$ cat src/rtl/commit_trace_buffer_pkg.sv
// Shared constants and types for the commit trace buffer.
// Contains no logic, so it adds no latency and applies no backpressure.
// Holds the ebreak encoding, the entry width helper and the FSM state encodings.
package commit_trace_buffer_pkg;

    localparam logic [31:0] EBREAK_INSTR = 32'h0010_0073;

    // PC + instr + nextPC + 32-bit seq + drop flag
    function automatic int trace_entry_width(input int pc_w, input int instr_w);
        return 2 * pc_w + instr_w + 32 + 1;
    endfunction

    typedef enum logic [1:0] {
        ST_RUN     = 2'd0,
        ST_HALTED  = 2'd1,
        ST_TIMEOUT = 2'd2
    } trace_state_t;

endpackage

$ cat src/rtl/trace_fifo_mem.sv
// Generic first-word-fall-through FIFO that holds the storage, pointers and occupancy.
// Latency: a push in cycle N is visible at the head in cycle N+1.
// Backpressure: a push while full is refused unless a pop happens in the same cycle.
module trace_fifo_mem #(
    parameter int W     = 32,
    parameter int DEPTH = 8
) (
    input  logic                     clk,
    input  logic                     rst,
    input  logic                     push_vld,
    input  logic [W-1:0]             push_dat,
    output logic                     push_acc,
    input  logic                     pop_rdy,
    output logic                     head_vld,
    output logic [W-1:0]             head_dat,
    output logic [$clog2(DEPTH):0]   count
);

    localparam int AW = $clog2(DEPTH);
    localparam int CW = AW + 1;

    logic [W-1:0]  mem [DEPTH];
    logic [AW-1:0] wr_ptr;
    logic [AW-1:0] rd_ptr;
    logic [CW-1:0] cnt;
    logic          full;
    logic          pop_acc;

    assign full     = (cnt == CW'(DEPTH));
    assign pop_acc  = pop_rdy && (cnt != '0);
    // A slot freed by a same-cycle pop can be refilled immediately.
    assign push_acc = push_vld && (!full || pop_acc);

    always_ff @(posedge clk) begin
        if (rst) begin
            wr_ptr <= '0;
            rd_ptr <= '0;
            cnt    <= '0;
            for (int i = 0; i < DEPTH; i++) begin
                mem[i] <= '0;
            end
        end else begin
            if (push_acc) begin
                mem[wr_ptr] <= push_dat;
                wr_ptr      <= wr_ptr + AW'(1);
            end
            if (pop_acc) begin
                rd_ptr <= rd_ptr + AW'(1);
            end
            case ({push_acc, pop_acc})
                2'b10:   cnt <= cnt + CW'(1);
                2'b01:   cnt <= cnt - CW'(1);
                default: cnt <= cnt;
            endcase
        end
    end

    assign head_vld = (cnt != '0);
    assign head_dat = mem[rd_ptr];
    assign count    = cnt;

endmodule

$ cat src/rtl/commit_trace_buffer.sv
// Buffers the CPU commit stream with sequence/drop tags and flags halt and commit starvation.
// Latency: a commit in cycle N appears on m_* in cycle N+1.
// Backpressure: never stalls the CPU; commits that arrive while full and not popping are dropped and counted.
module commit_trace_buffer
    import commit_trace_buffer_pkg::*;
#(
    parameter int PC_WIDTH    = 32,
    parameter int INSTR_WIDTH = 32,
    parameter int DEPTH       = 8,
    parameter int WDOG_LIMIT  = 1024
) (
    input  logic                     clk,
    input  logic                     rst,
    input  logic                     commit_valid,
    input  logic [PC_WIDTH-1:0]      commit_PC,
    input  logic [INSTR_WIDTH-1:0]   commit_Instr,
    input  logic [PC_WIDTH-1:0]      commit_nextPC,
    output logic                     m_valid,
    input  logic                     m_ready,
    output logic [PC_WIDTH-1:0]      m_PC,
    output logic [INSTR_WIDTH-1:0]   m_Instr,
    output logic [PC_WIDTH-1:0]      m_nextPC,
    output logic [31:0]              m_seq,
    output logic                     m_drop,
    output logic [$clog2(DEPTH):0]   count,
    output logic [15:0]              overflow_cnt,
    output logic                     halt_detected,
    output logic                     wdog_timeout
);

    localparam int ENTRY_W = trace_entry_width(PC_WIDTH, INSTR_WIDTH);
    localparam int WW      = $clog2(WDOG_LIMIT);

    typedef struct packed {
        logic [PC_WIDTH-1:0]    pc;
        logic [INSTR_WIDTH-1:0] instr;
        logic [PC_WIDTH-1:0]    next_pc;
        logic [31:0]            seq;
        logic                   drop;
    } entry_t;

    entry_t       push_dat;
    entry_t       head_dat;
    logic         push_acc;
    logic         drop_now;
    logic [31:0]  seq_cnt;
    logic         drop_pending;
    logic [WW-1:0] wdog_cnt;
    trace_state_t state;

    assign push_dat = '{pc:      commit_PC,
                        instr:   commit_Instr,
                        next_pc: commit_nextPC,
                        seq:     seq_cnt,
                        drop:    drop_pending};

    trace_fifo_mem #(
        .W     (ENTRY_W),
        .DEPTH (DEPTH)
    ) u_fifo (
        .clk      (clk),
        .rst      (rst),
        .push_vld (commit_valid),
        .push_dat (push_dat),
        .push_acc (push_acc),
        .pop_rdy  (m_ready),
        .head_vld (m_valid),
        .head_dat (head_dat),
        .count    (count)
    );

    assign m_PC     = head_dat.pc;
    assign m_Instr  = head_dat.instr;
    assign m_nextPC = head_dat.next_pc;
    assign m_seq    = head_dat.seq;
    assign m_drop   = head_dat.drop;

    assign drop_now = commit_valid && !push_acc;

    // Seq advances on every commit, so a gap in m_seq equals the number of drops.
    always_ff @(posedge clk) begin
        if (rst) begin
            seq_cnt      <= '0;
            drop_pending <= 1'b0;
            overflow_cnt <= '0;
        end else begin
            if (commit_valid) begin
                seq_cnt <= seq_cnt + 32'd1;
            end
            if (push_acc) begin
                drop_pending <= 1'b0;
            end else if (drop_now) begin
                drop_pending <= 1'b1;
            end
            if (drop_now && overflow_cnt != 16'hFFFF) begin
                overflow_cnt <= overflow_cnt + 16'd1;
            end
        end
    end

    // A commit always clears the watchdog, so halt and timeout never collide.
    always_ff @(posedge clk) begin
        if (rst) begin
            state         <= ST_RUN;
            wdog_cnt      <= '0;
            halt_detected <= 1'b0;
            wdog_timeout  <= 1'b0;
        end else begin
            case (state)
                ST_RUN: begin
                    if (commit_valid) begin
                        wdog_cnt <= '0;
                        if (commit_Instr == INSTR_WIDTH'(EBREAK_INSTR)) begin
                            state         <= ST_HALTED;
                            halt_detected <= 1'b1;
                        end
                    end else if (wdog_cnt == WW'(WDOG_LIMIT - 1)) begin
                        state        <= ST_TIMEOUT;
                        wdog_timeout <= 1'b1;
                    end else begin
                        wdog_cnt <= wdog_cnt + WW'(1);
                    end
                end
                default: begin
                    state <= state;
                end
            endcase
        end
    end

endmodule

$ cat config.mk
export PLATFORM = sky130hd
export DESIGN_NAME = commit_trace_buffer
export DESIGN_NICKNAME = d
export VERILOG_FILES = /design/src/rtl/commit_trace_buffer_pkg.sv /design/src/rtl/trace_fifo_mem.sv /design/src/rtl/commit_trace_buffer.sv
export SDC_FILE = /design/constraint.sdc
export NUM_CORES = 1
export LEC_CHECK = 0
export CAP_MARGIN = 25
export CORE_MARGIN = 2
export CORE_UTILIZATION = 45
export CTS_CLUSTER_SIZE = 14
export DETAILED_ROUTE_END_ITERATION = 8
export PLACE_DENSITY_LB_ADDON = 0.12
export SETUP_SLACK_MARGIN = 0.5
export SLEW_MARGIN = 20
export SYNTH_ARGS = -nofsm -noshare
export SYNTH_HDL_FRONTEND = slang
export SYNTH_HIERARCHICAL = 1
export SYNTH_SLANG_ARGS = --single-unit
$ cat constraint.sdc
create_clock -name clk -period 8 [get_ports clk]
set_clock_uncertainty 0.2 [all_clocks]
set_input_delay 2.4 -clock clk [delete_from_list [all_inputs] [get_ports clk]]
set_output_delay 2.4 -clock clk [all_outputs]
set_load 0.005 [all_outputs]
==> results of run 1 <==
power by group:
group          internal, W  switching, W
sequential         0.00670      0.000205
clock              0.00298       0.00219
combinational      0.00178       0.00160
registers in the layout, summed over array words and instances (netlist names), named ones only:
name,count
wdog_timeout,1
state,2
u_fifo/count,4
drop_pending,1
u_fifo/mem,1032
overflow_cnt,16
halt_detected,1
u_fifo/wr_ptr,3
wdog_cnt,10
seq_cnt,32
u_fifo/rd_ptr,3
placed cells by master (no fill, tap or decap), types with 14 or more instances in the layout:
cell type	netlist	final
nand3_1	17	17
buf_12	0	24
and2_1	14	14
or4_1	19	19
clkbuf_1	76	25
inv_1	16	16
mux4_2	258	258
nor2_1	1063	1061
clkbuf_16	0	117
edfxtp_1	1032	1032
nand2_1	280	279
mux2_2	135	135
a21oi_1	42	42
clkinv_1	0	29
nand4_1	18	18
buf_4	41	31
dfxtp_1	76	73
clkinv_2	0	23
o31ai_1	18	18
clkdlybuf4s50_1	0	250
per-layer routing:
| layer | vias to the layer above | GRT usage (%) | part of all wire, % |
|---|---|---|---|
| met3 | 145 | 2.81 | 5.7 |
| met1 | 15022 | 30.8 | 41 |
| li1 | 12780 | - | - |
| met2 | 938 | 40.0 | 51 |
| met5 | - | 0 | 0.0096 |
| met4 | 2 | 5.51 | 1.9 |
worst max path at each step:
stage | to | depth (start not counted) | start | slack [ns]
floorplan | u_fifo/mem[3][0]$_SDFFCE_PN0P_ | 5 | m_ready | 1.48
global placement | u_fifo/mem[6][93]$_SDFFCE_PN0P_ | 6 | commit_valid | 2.23
detailed placement | u_fifo/mem[6][96]$_SDFFCE_PN0P_ | 6 | commit_valid | 2.22
CTS | m_PC[3] | 4 | register | 1.69
global route | m_seq[15] | 4 | register | 1.57
finish | m_PC[3] | 4 | register | 1.82
stage by stage:
stage	utilization (%)	instances
2_1_floorplan	-	3375
3_3_place_gp	49.2	4838
3_5_place_dp	49.2	4838
4_1_cts	52.7	5052
5_1_grt	52.7	5053
6_report	52.7	5054
layout make-up:
| type | count | area, um2 |
|---|---|---|
| multi-input combinational | 2017 | 14500 |
| inverter | 17 | 63.8 |
| sequential | 1108 | 32500 |
| fill | 8731 | 50000 |
| antenna | 2 | 5.00 |
| tap | 1391 | 1740 |
| clock inverter | 69 | 578 |
| clock buffer | 145 | 3060 |
| timing repair buffer | 305 | 3220 |
kinds of logic (layout without fill, tap and decap cells):
family | count (synthesis) | count (layout) | synth area share [%]
AOI/OAI and AO/OA | 102 | 102 | 1.40
muxes | 397 | 397 | 15.3
DFF | 1108 | 1108 | 67.6
adders and majority gates | 8 | 8 | 0.224
other | 0 | 2 | 0
xor gates and xnor gates | 21 | 21 | 0.382
buffers and inverters | 250 | 536 | 2.55
and+or+nand+nor | 1489 | 1489 | 12.5
worst max-delay path, cell delays in order, from the launching register on:
cell and delay [ns]:
dfxtp_4 0.93, buf_12 0.50, mux4_2 0.58, mux2_2 0.28
clkdlybuf4s50_1 0.54
==> metrics, run 1 <==
vias in the first global route=30407; die width=331 um; Yosys cell types=57; crit-path max FO=58; DRT iter0 DRCs=2259; R2R cell count=6; die area=0.110 mm2; crit path DAT=3.58 ns; post-DR wirelength/cell=24.6 um; Post-Place Worst Slack=2.22 ns; Leakage=18.4 nW; most frequent cell after synthesis=nor2_1; clock latency on the worst-skew pair=0.70 ns; status=finished clean; via count=28887; antenna violations before repair=4; Post-CTS Hold Fix Bufs=0; ys async rst share=0%; CTS tree=built; Detail Placement HPWL=68100 um; Root Driver=clkbuf_16; syn avg cell area=14.3 um2; H-Tree Depth=3; first-pass GRT wire length=187000 um; Post-synth EDFFs=1032; RSZ-0062 raised after global routing=false; Final nets=3672; Die H=331 um; period utilization=77.2%; final worst slack=1.82 ns; critical path launch point type=register; Reg clk slew, reported paths=0.05 ns; Crit Path Class=register to output pin; top-level port count=252; min-delay src=wdog_cnt[1]$_SDFFE_PP0P_; ranking of synthesized cells by area=edfxtp_1 64%, mux4_2 12%, nor2_1 8.3%, dfxtp_1 3.2%, mux2_2 3.2%; Mapped Cells=3375; std cell rows=119; max cap viols=0; ys flop type=edfxtp_1; area of the core=0.106 mm2; mean number of vias per cell=5.72; HP Class=register to register; DRT Pass-1 Iters=5; share of cells above drive strength 1=17.5%; Slew Viols, Final=0; cell taking the most area after synthesis=edfxtp_1; Final setup viols=0; total track usage=22.9%; Min-Delay Endpoint=wdog_cnt[1]$_SDFFE_PP0P_; TritonCTS buffer count=115; routed wire length=125000 um; total gr overflow=0; Hold Path Depth=2; DRC Markers=0; Final Critical Period=6.18 ns; placed cell areas=0.0520 mm2; gp weighted congestion=0.756; final hold vios=0; Yosys warnings=6; hold_ws=0.275 ns; Max clock buf depth=3; post-synthesis sequential area ratio=67.6%; Area Overhead vs Synth=15.7%; FF-to-FF Start=u_fifo/count[1]$_SDFFE_PP0P_; effective utilization at floorplan=45.5%; #FFs+latches synth=1108; PostCTS Resize Cnt=0; Power Density=278 mW/mm2; postcts setup bufs=0; Synth Cell Area=0.0481 mm2; WP data required=5.40 ns; Final TNS setup=0 ns; worst slew pin tran=1.08 ns; CP endpoint kind=output pin; post-synth net total=3483; Rel. slew slack=27.8%; pin count of the biggest net entering global routing=103; maximum vdd drop=0.188 mV; ANT nets after route=0; share of the synthesized area in the top cell type=64.4%; RR Endpoint=u_fifo/mem[6][105]$_SDFFCE_PN0P_; most common library cells after synthesis=1063 x nor2_1, 1032 x edfxtp_1, 280 x nand2_1; R2R setup slack=4.58 ns; IO Port Bufs=251; total power=0.0155 W; Final Cell Area=0.0557 mm2; fmax=0.162 GHz; CTS sink cnt=1108
Power figures use the tool's default switching activity.
==> run 2, diff against run 1 <==
- clock period: 8 -> 6.15 ns (I/O delays scaled with it)
==> metrics, run 2 (same netlist as run 1, synthesis figures left out) <==
Reg power frac=44.3%; Net Sw Power=0.00526 W; Final setup viols=0; TritonCTS buffer count=118; fillers=8696; CTS sink cnt=1108; routed wire length=127000 um; max reg flops=1032; combinational power share=22.4%; top-level port count=252; Max clock buf depth=3; share of cells above drive strength 1=18.2%; maximum vdd drop=0.257 mV; die width=331 um; crit-path max FO=23; area of the core=0.106 mm2; postcts setup bufs=0; Internal Power=0.0150 W; CP max stage cell=dfxtp_4; Detail Placement HPWL=71600 um; CP endpoint kind=output pin; crit path DAT=3.37 ns; DRC Markers=0; Power Density=360 mW/mm2; via count=29157; std cell rows=119; total power=0.0202 W; WP data required=4.11 ns; vias in the first global route=30657; DRT Pass-1 Iters=5; most frequent cells in the layout=1061 x nor2_1, 1032 x edfxtp_1, 279 x nand2_1; R2R cell count=7; Reg area=0.0325 mm2; Root Driver=clkbuf_16; Final TNS setup=0 ns; Clock power frac=33.3%; max cap viols=0; R2R setup slack=2.80 ns; RR Endpoint=overflow_cnt[7]$_SDFFE_PP0P_; total track usage=23.3%; Crit Path Class=register to output pin; Hold Path Depth=2; first-pass GRT wire length=189000 um; commonest non-fill, non-tap cell in the layout=nor2_1; post-DR wirelength/cell=24.9 um; HP Class=register to register; Leakage=18.7 nW; critical path launch point type=register; final hold vios=0; Final Critical Period=5.41 ns; Post-CTS Hold Fix Bufs=0; buffer and inverter count on the worst path=2; PostCTS Resize Cnt=0; IO Port Bufs=251; effective utilization at floorplan=45.5%; period utilization=88.0%; pin count of the biggest net entering global routing=128; status=finished clean; gp weighted congestion=0.821; total gr overflow=0; Die H=331 um; switching share of power=26.0%; worst slew pin tran=0.956 ns; Slew Viols, Final=0; final worst slack=0.738 ns; die area=0.110 mm2; H-Tree Depth=3; crit-path leading delay family=buffers and inverters; Post-Place Worst Slack=1.16 ns; Core Util, Final=53.2%; Rel. slew slack=35.8%; Final nets=3706; Crit path largest cell delay=0.74 ns; RSZ-0062 raised after global routing=false; ANT nets after route=0; mean number of vias per cell=5.73; Largest regs=u_fifo/mem (1032), seq_cnt (32), overflow_cnt (16); FF-to-FF Start=u_fifo/count[1]$_SDFFE_PP0P_; DRT iter0 DRCs=2543; Min-Delay Endpoint=wdog_cnt[1]$_SDFFE_PP0P_; most flop-heavy register=u_fifo/mem; CP cell instances=buf_4 > mux4_2 > mux2_2 > clkdlybuf4s50_1; area of the multi-input gates=0.0145 mm2; min-delay src=wdog_cnt[1]$_SDFFE_PP0P_; Reg clk slew, reported paths=0.06 ns; CTS tree=built; Area Overhead vs Synth=16.9%; antenna violations before repair=8; clock latency on the worst-skew pair=0.70 ns; fmax=0.185 GHz
-- run 2: cell type report --
| type | instances | share of cell area, % |
|---|---|---|
| inverter | 17 | 0.113 |
| antenna | 1 | 0.00445 |
| timing repair buffer | 336 | 6.64 |
| tap | 1391 | 3.10 |
| clock buffer | 152 | 5.81 |
| multi-input combinational | 2017 | 25.8 |
| sequential | 1108 | 57.8 |
| clock inverter | 70 | 0.719 |
-- run 2: worst reg2reg max path, cell delays in order (launching register included) --
cell	delay (ns)
dfxtp_1	0.39
or3_4	0.44
o21ai_4	0.39
inv_2	0.33
and4b_1	0.46
nand3_1	0.30
or4_1	0.57
a21oi_1	0.19
-- run 2: power by group through the flow --
stage | clock, W | combinational, W | sequential (W)
floorplan | 0 | 0.00277 | 0.00899
global placement | 0 | 0.00460 | 0.00908
detailed placement | 0 | 0.00462 | 0.00912
CTS | 0.00687 | 0.00464 | 0.00896
global route | 0.00718 | 0.00486 | 0.00900
finish | 0.00673 | 0.00454 | 0.00895
-- run 2: worst max path at each step --
stage / startpoint / endpoint / slack (ns) / depth (start not counted)
2_1_floorplan: m_ready / u_fifo/mem[3][0]$_SDFFCE_PN0P_ / 0.19 / 5
3_3_place_gp: commit_valid / u_fifo/mem[6][94]$_SDFFCE_PN0P_ / 1.24 / 5
3_5_place_dp: m_ready / overflow_cnt[13]$_SDFFE_PP0P_ / 1.16 / 8
4_1_cts: register / m_seq[13] / 0.60 / 4
5_1_grt: register / m_seq[13] / 0.54 / 4
6_report: register / m_seq[22] / 0.74 / 4
-- run 2: metrics by stage --
stage	std cells	hold slack (ns)	instance area, um2
after floorplan	3375	0.244	48100
after global routing	5092	0.310	56200
after global placement	4868	0.260	52500
after detailed placement	4869	0.267	52600
after CTS	5091	0.275	56200
final	5092	0.274	56200
-- run 2: layer usage --
layer	part of all wire (%)	track usage, %	vias up
met5	0.036	0	-
met4	1.9	5.84	8
met3	5.8	3.52	175
met2	52	41.0	966
met1	41	30.3	15144
li1	-	-	12864
